<file path="config.mk">
export PLATFORM = sky130hd
export DESIGN_NAME = my_clint
export DESIGN_NICKNAME = d
export VERILOG_FILES = /design/src/rtl/my_clint.sv
export SDC_FILE = /design/constraint.sdc
export NUM_CORES = 1
export LEC_CHECK = 0
export BUFFER_PORTS_ARGS = -buffer_cell sky130_fd_sc_hd__buf_2
export CAP_MARGIN = 5
export CORE_MARGIN = 2
export CORE_UTILIZATION = 60
export DETAILED_ROUTE_END_ITERATION = 8
export PLACE_DENSITY = 0.81
export SYNTH_ARGS = -nofsm -noshare
export SYNTH_HDL_FRONTEND = slang
export SYNTH_SLANG_ARGS = --single-unit
</file>
<file path="constraint.sdc">
create_clock -name clk -period 14.3 [get_ports clk]
set_input_delay 1.43 -clock clk [delete_from_list [all_inputs] [get_ports clk]]
set_output_delay 1.43 -clock clk [all_outputs]
set_load 0.005 [all_outputs]
</file>
<file path="src/rtl/my_clint.sv">
// my_clint: single-hart RISC-V CLINT (msip, mtimecmp, mtime) on a native valid/ready bus.
// Define CLINT_RTC_EN to advance mtime once every RTC_DIV clocks instead of every clock.
module my_clint #(
  parameter int DATA_W  = 32,
  parameter int ADDR_W  = 32,
  parameter int RTC_DIV = 100
) (
  input  logic                clk,
  input  logic                rst,
  input  logic                valid,
  input  logic [ADDR_W-1:0]   address,
  input  logic [DATA_W-1:0]   wdata,
  input  logic [DATA_W/8-1:0] wstrb,
  output logic [DATA_W-1:0]   rdata,
  output logic                ready,
  output logic                mtip,
  output logic                msip
);

  localparam logic [13:0] A_MSIP    = 14'h0000;
  localparam logic [13:0] A_CMP_LO  = 14'h1000;
  localparam logic [13:0] A_CMP_HI  = 14'h1001;
  localparam logic [13:0] A_TIME_LO = 14'h2FFE;
  localparam logic [13:0] A_TIME_HI = 14'h2FFF;

  logic        tick;
  logic [13:0] word;
  logic        accept;
  logic        wr;
  logic [63:0] mtime;
  logic [63:0] mtime_inc;
  logic [63:0] mtimecmp;
  logic        msip_r;
  logic [31:0] rd_val;
  logic        unused_bits;

  function automatic logic [31:0] merge(input logic [31:0] old, input logic [31:0] d,
                                        input logic [3:0] s);
    logic [31:0] r;
    r = old;
    for (int i = 0; i < 4; i++)
      if (s[i]) r[8*i +: 8] = d[8*i +: 8];
    return r;
  endfunction

`ifdef CLINT_RTC_EN
  localparam int PW = (RTC_DIV > 1) ? $clog2(RTC_DIV) : 1;
  logic [PW-1:0] presc;

  assign tick = (presc == PW'(RTC_DIV - 1));

  always_ff @(posedge clk or posedge rst) begin
    if (rst)       presc <= '0;
    else if (tick) presc <= '0;
    else           presc <= presc + 1'b1;
  end

  assign unused_bits = ^{address[ADDR_W-1:16], address[1:0]};
`else
  assign tick = 1'b1;
  assign unused_bits = ^{address[ADDR_W-1:16], address[1:0]} ^ (RTC_DIV < 1);
`endif

  assign word   = address[15:2];
  assign accept = valid & ~ready;
  assign wr     = accept & (wstrb != '0);

  assign mtime_inc = mtime + {63'd0, tick};

  // A written mtime half takes the bus value; the other half keeps counting, carry included.
  always_ff @(posedge clk or posedge rst) begin
    if (rst) begin
      mtime    <= '0;
      mtimecmp <= '1;
      msip_r   <= 1'b0;
    end else begin
      mtime <= mtime_inc;
      if (wr && word == A_TIME_LO) mtime[31:0]  <= merge(mtime[31:0], wdata, wstrb);
      if (wr && word == A_TIME_HI) mtime[63:32] <= merge(mtime[63:32], wdata, wstrb);
      if (wr && word == A_CMP_LO)  mtimecmp[31:0]  <= merge(mtimecmp[31:0], wdata, wstrb);
      if (wr && word == A_CMP_HI)  mtimecmp[63:32] <= merge(mtimecmp[63:32], wdata, wstrb);
      if (wr && word == A_MSIP && wstrb[0]) msip_r <= wdata[0];
    end
  end

  always_comb begin
    rd_val = '0;
    case (word)
      A_MSIP:    rd_val = {31'd0, msip_r};
      A_CMP_LO:  rd_val = mtimecmp[31:0];
      A_CMP_HI:  rd_val = mtimecmp[63:32];
      A_TIME_LO: rd_val = mtime[31:0];
      A_TIME_HI: rd_val = mtime[63:32];
      default:   rd_val = '0;
    endcase
  end

  // ready is a one-cycle pulse, so a new request cannot be accepted on the edge after one completes.
  always_ff @(posedge clk or posedge rst) begin
    if (rst) begin
      ready <= 1'b0;
      rdata <= '0;
    end else begin
      ready <= accept;
      if (accept) rdata <= rd_val;
    end
  end

  assign mtip = (mtime >= mtimecmp);
  assign msip = msip_r;

endmodule

</file>
==> reports/results.ini <==
[run_status]
status=finished clean

[detailed_routing]
drt-total-wl_mm=30.3
drt-wirelength-per-cell_um=21.0
drtIter0Drc=997
ant_nets=0
drcViolationCount=0
viasPerCell=6.61
routed-via-count=9522
drt_first_pass_iters=6

[yosys]
syn_area_per_cell_um2=8.93
netlist.area_leader.share=0.242
netlist.top_cell.by_area=dfrtp_1
synthArstFlopShare=1.00
yosysMostFrequentCell=nand2_1
synthDistinctLibCells=71
ys_ff_latch=162
synthFlopType=dfrtp_1
synth_warnings=0
synth_edf_count=0
synthTopCellsByArea=dfrtp_1 (24%), dfstp_2 (17%), ha_1 (8.0%), nand2_1 (5.4%), o21ai_0 (5.3%)
netlist_top_cells_count=nand2_1 (146), o21ai_0 (107), dfrtp_1 (98)
seq_area_frac_synth=0.408
syn_inst=1135
syn_nets=1271
synth_area_um2=10100

[clocking]
cts_setup_buffers=0
path_clk_slew_ns=0.06
cts_hold_buf=0
cts_tree=done
clk_path_buf_depth=2
cts_resized=0
clockRootBuffer=clkbuf_16
cts_sinks=162
htreeDepth=4
numCtsBuffers=17
clock_latency_ns=0.44

[floorplan]
initial_core_util=0.613
die_area_um2=17900
io_pins=106
die_w_um=134
core_um2=16500
die_h_um=134
placementRows=47

[worst_setup_path]
worstSetupStartpointType=flop
r2r-start=ready$_DFF_PP0_
reg2reg_setup_slack_ns=11.29
reg2reg_to=mtime[41]$_DFFE_PP0P_
worst-path-buf-inv=2
crit_arrival_ns=3.19
cpPeakStageDelay_ns=0.53
critPathKind=reg -> out
path_cells=inv_1 > ha_1 > a21oi_1 > o21ai_0 > a221o_1 > or3_1 > a211oi_1 > o21ai_0 > buf_2
crit_path_end_kind=output port
cpMostUsedCell=o21ai_0
critPathTopFamily=compound AO/OA/AOI/OAI gates
cp.required_ns=12.87
cp_max_fo=2
reg2reg_depth=9
crit_slowest_cell=dfstp_2

[placement]
hpwl_mm=21.4
dp_slack_ns=10.06
place.gp.congestion=0.977
port_buffers=87

[timing]
period_share=0.323
setup_viol=0
hold_viol=0
min_period_ns=4.62
rsz0062_at_grt=false
slew_violations=0
fin_setup_tns_ns=0
finalWorstSetupSlack_ns=9.68
worstMarginPinSlew_ns=1.08
skew_ns=0.00940
relSlewSlack=0.270
fmax_mhz=216

[layout]
drive_above_1_share=0.212
area_growth_pct=12.7
fin_nets=1342

[global_routing]
grt_first_pass_wirelength_mm=48.2
grt_util_all_layers=0.344
antenna_found_initial=1
grt_pass1_vias=9175
grt_overflow=0
grt_max_degree=89

[hold_path]
holdCritStartpoint=rdata[25]$_DFFE_PP0P_
hold_path.class=reg -> reg
min_path_cells=2
holdPathEnd=rdata[25]$_DFFE_PP0P_

[power]
ir_drop_v=0.0000886
leakagePower_nw=5.06
powerDensity_nw_per_um2=91.0

[job]
cap_violations=0

[area by class of cell]
type / count / area [um2]
Tap cell: 220 / 275
Multi-Input combinational cell: 841 / 5530
Clock buffer: 23 / 488
Sequential cell: 162 / 4130
Inverter: 81 / 309
Clock inverter: 9 / 129
Fill cell: 1341 / 5100
Antenna cell: 1 / 2.50
Timing Repair Buffer: 103 / 556
[how the worst max path moves through the flow]
stage                     depth (start not counted)  slack [ns]                     to                      from
after CTS                                         9        9.71                   mtip  mtimecmp[29]$_DFFE_PP1P_
final                                             9        9.68                   mtip  mtimecmp[29]$_DFFE_PP1P_
after detailed placement                          8       10.06  mtime[56]$_DFFE_PP0P_                address[2]
after global placement                            8       10.14  mtime[25]$_DFFE_PP0P_                address[2]
after floorplan                                   1        8.60       msip$_DFFE_PP0P_                       rst
after global routing                              9        9.58                   mtip  mtimecmp[29]$_DFFE_PP1P_
[worst min-delay path, stage by stage (launching register included)]
cell and delay [ns]:
dfrtp_1 0.34, nand2_1 0.05, o21ai_0 0.06
[registers in the layout, summed over array words and instances (netlist names)]
name      count
ready         1
msip          1
mtimecmp     64
rdata        32
mtime        64
[metrics by stage]
step / power [mW] / util / hold WS [ns] / cells / cell area [um2]
after floorplan: 0.529 / - / 0.468 / 1135 / 10100
after global placement: 0.558 / 0.653 / 0.458 / 1406 / 10800
after detailed placement: 0.561 / 0.653 / 0.465 / 1406 / 10800
after CTS: 1.04 / 0.691 / 0.479 / 1438 / 11400
after global routing: 1.07 / 0.691 / 0.495 / 1440 / 11400
final: 1.04 / 0.691 / 0.473 / 1440 / 11400
[cell usage in the layout (no fill, tap or decap), drive strengths merged, types with 6 or more instances in the layout]
cell      n
and2     12
inv      79
a211oi   11
nor2     75
dfrtp    98
clkinv    6
mux2i    17
or3      10
clkbuf   24
buf     102
and4     10
a21o     11
nor4     18
a41oi     6
and3     16
ha       65
nand4    34
o21ai   117
a21oi    58
mux2     40
dfstp    64
nand2   146
nor3     27
nand3    39
a31oi    12
o22ai     7
a222oi   18
a221oi   14
nand2b    7
[metal layers]
metal | global-route usage | vias to the layer above | wire, um
met5 | 0 | - | 0
met3 | 0.0722 | 90 | 2960
met4 | 0.138 | 0 | 1190
met1 | 0.471 | 4568 | 12500
met2 | 0.537 | 516 | 13600
li1 | - | 4348 | -
[kinds of logic (layout without fill, tap and decap cells)]
| kind of cell | after synthesis | after routing | synth area share |
|---|---|---|---|
| AO/OA/AOI/OAI | 310 | 310 | 0.198 |
| XOR/XNOR | 3 | 3 | 0.00259 |
| adder cells (fa/ha/maj) | 65 | 65 | 0.0802 |
| buffers and inverters | 132 | 216 | 0.0499 |
| flip-flops | 162 | 162 | 0.408 |
| multiplexers | 57 | 57 | 0.0612 |
| other | 0 | 1 | 0 |
| AND/OR/NAND/NOR | 406 | 406 | 0.200 |
[power by group]
group	internal, mW	switching [mW]	leakage [nW]
logic	0.0232	0.0506	2.88
clock network	0.293	0.192	0.299
registers	0.468	0.0138	1.89
Power figures use the tool's default switching activity.
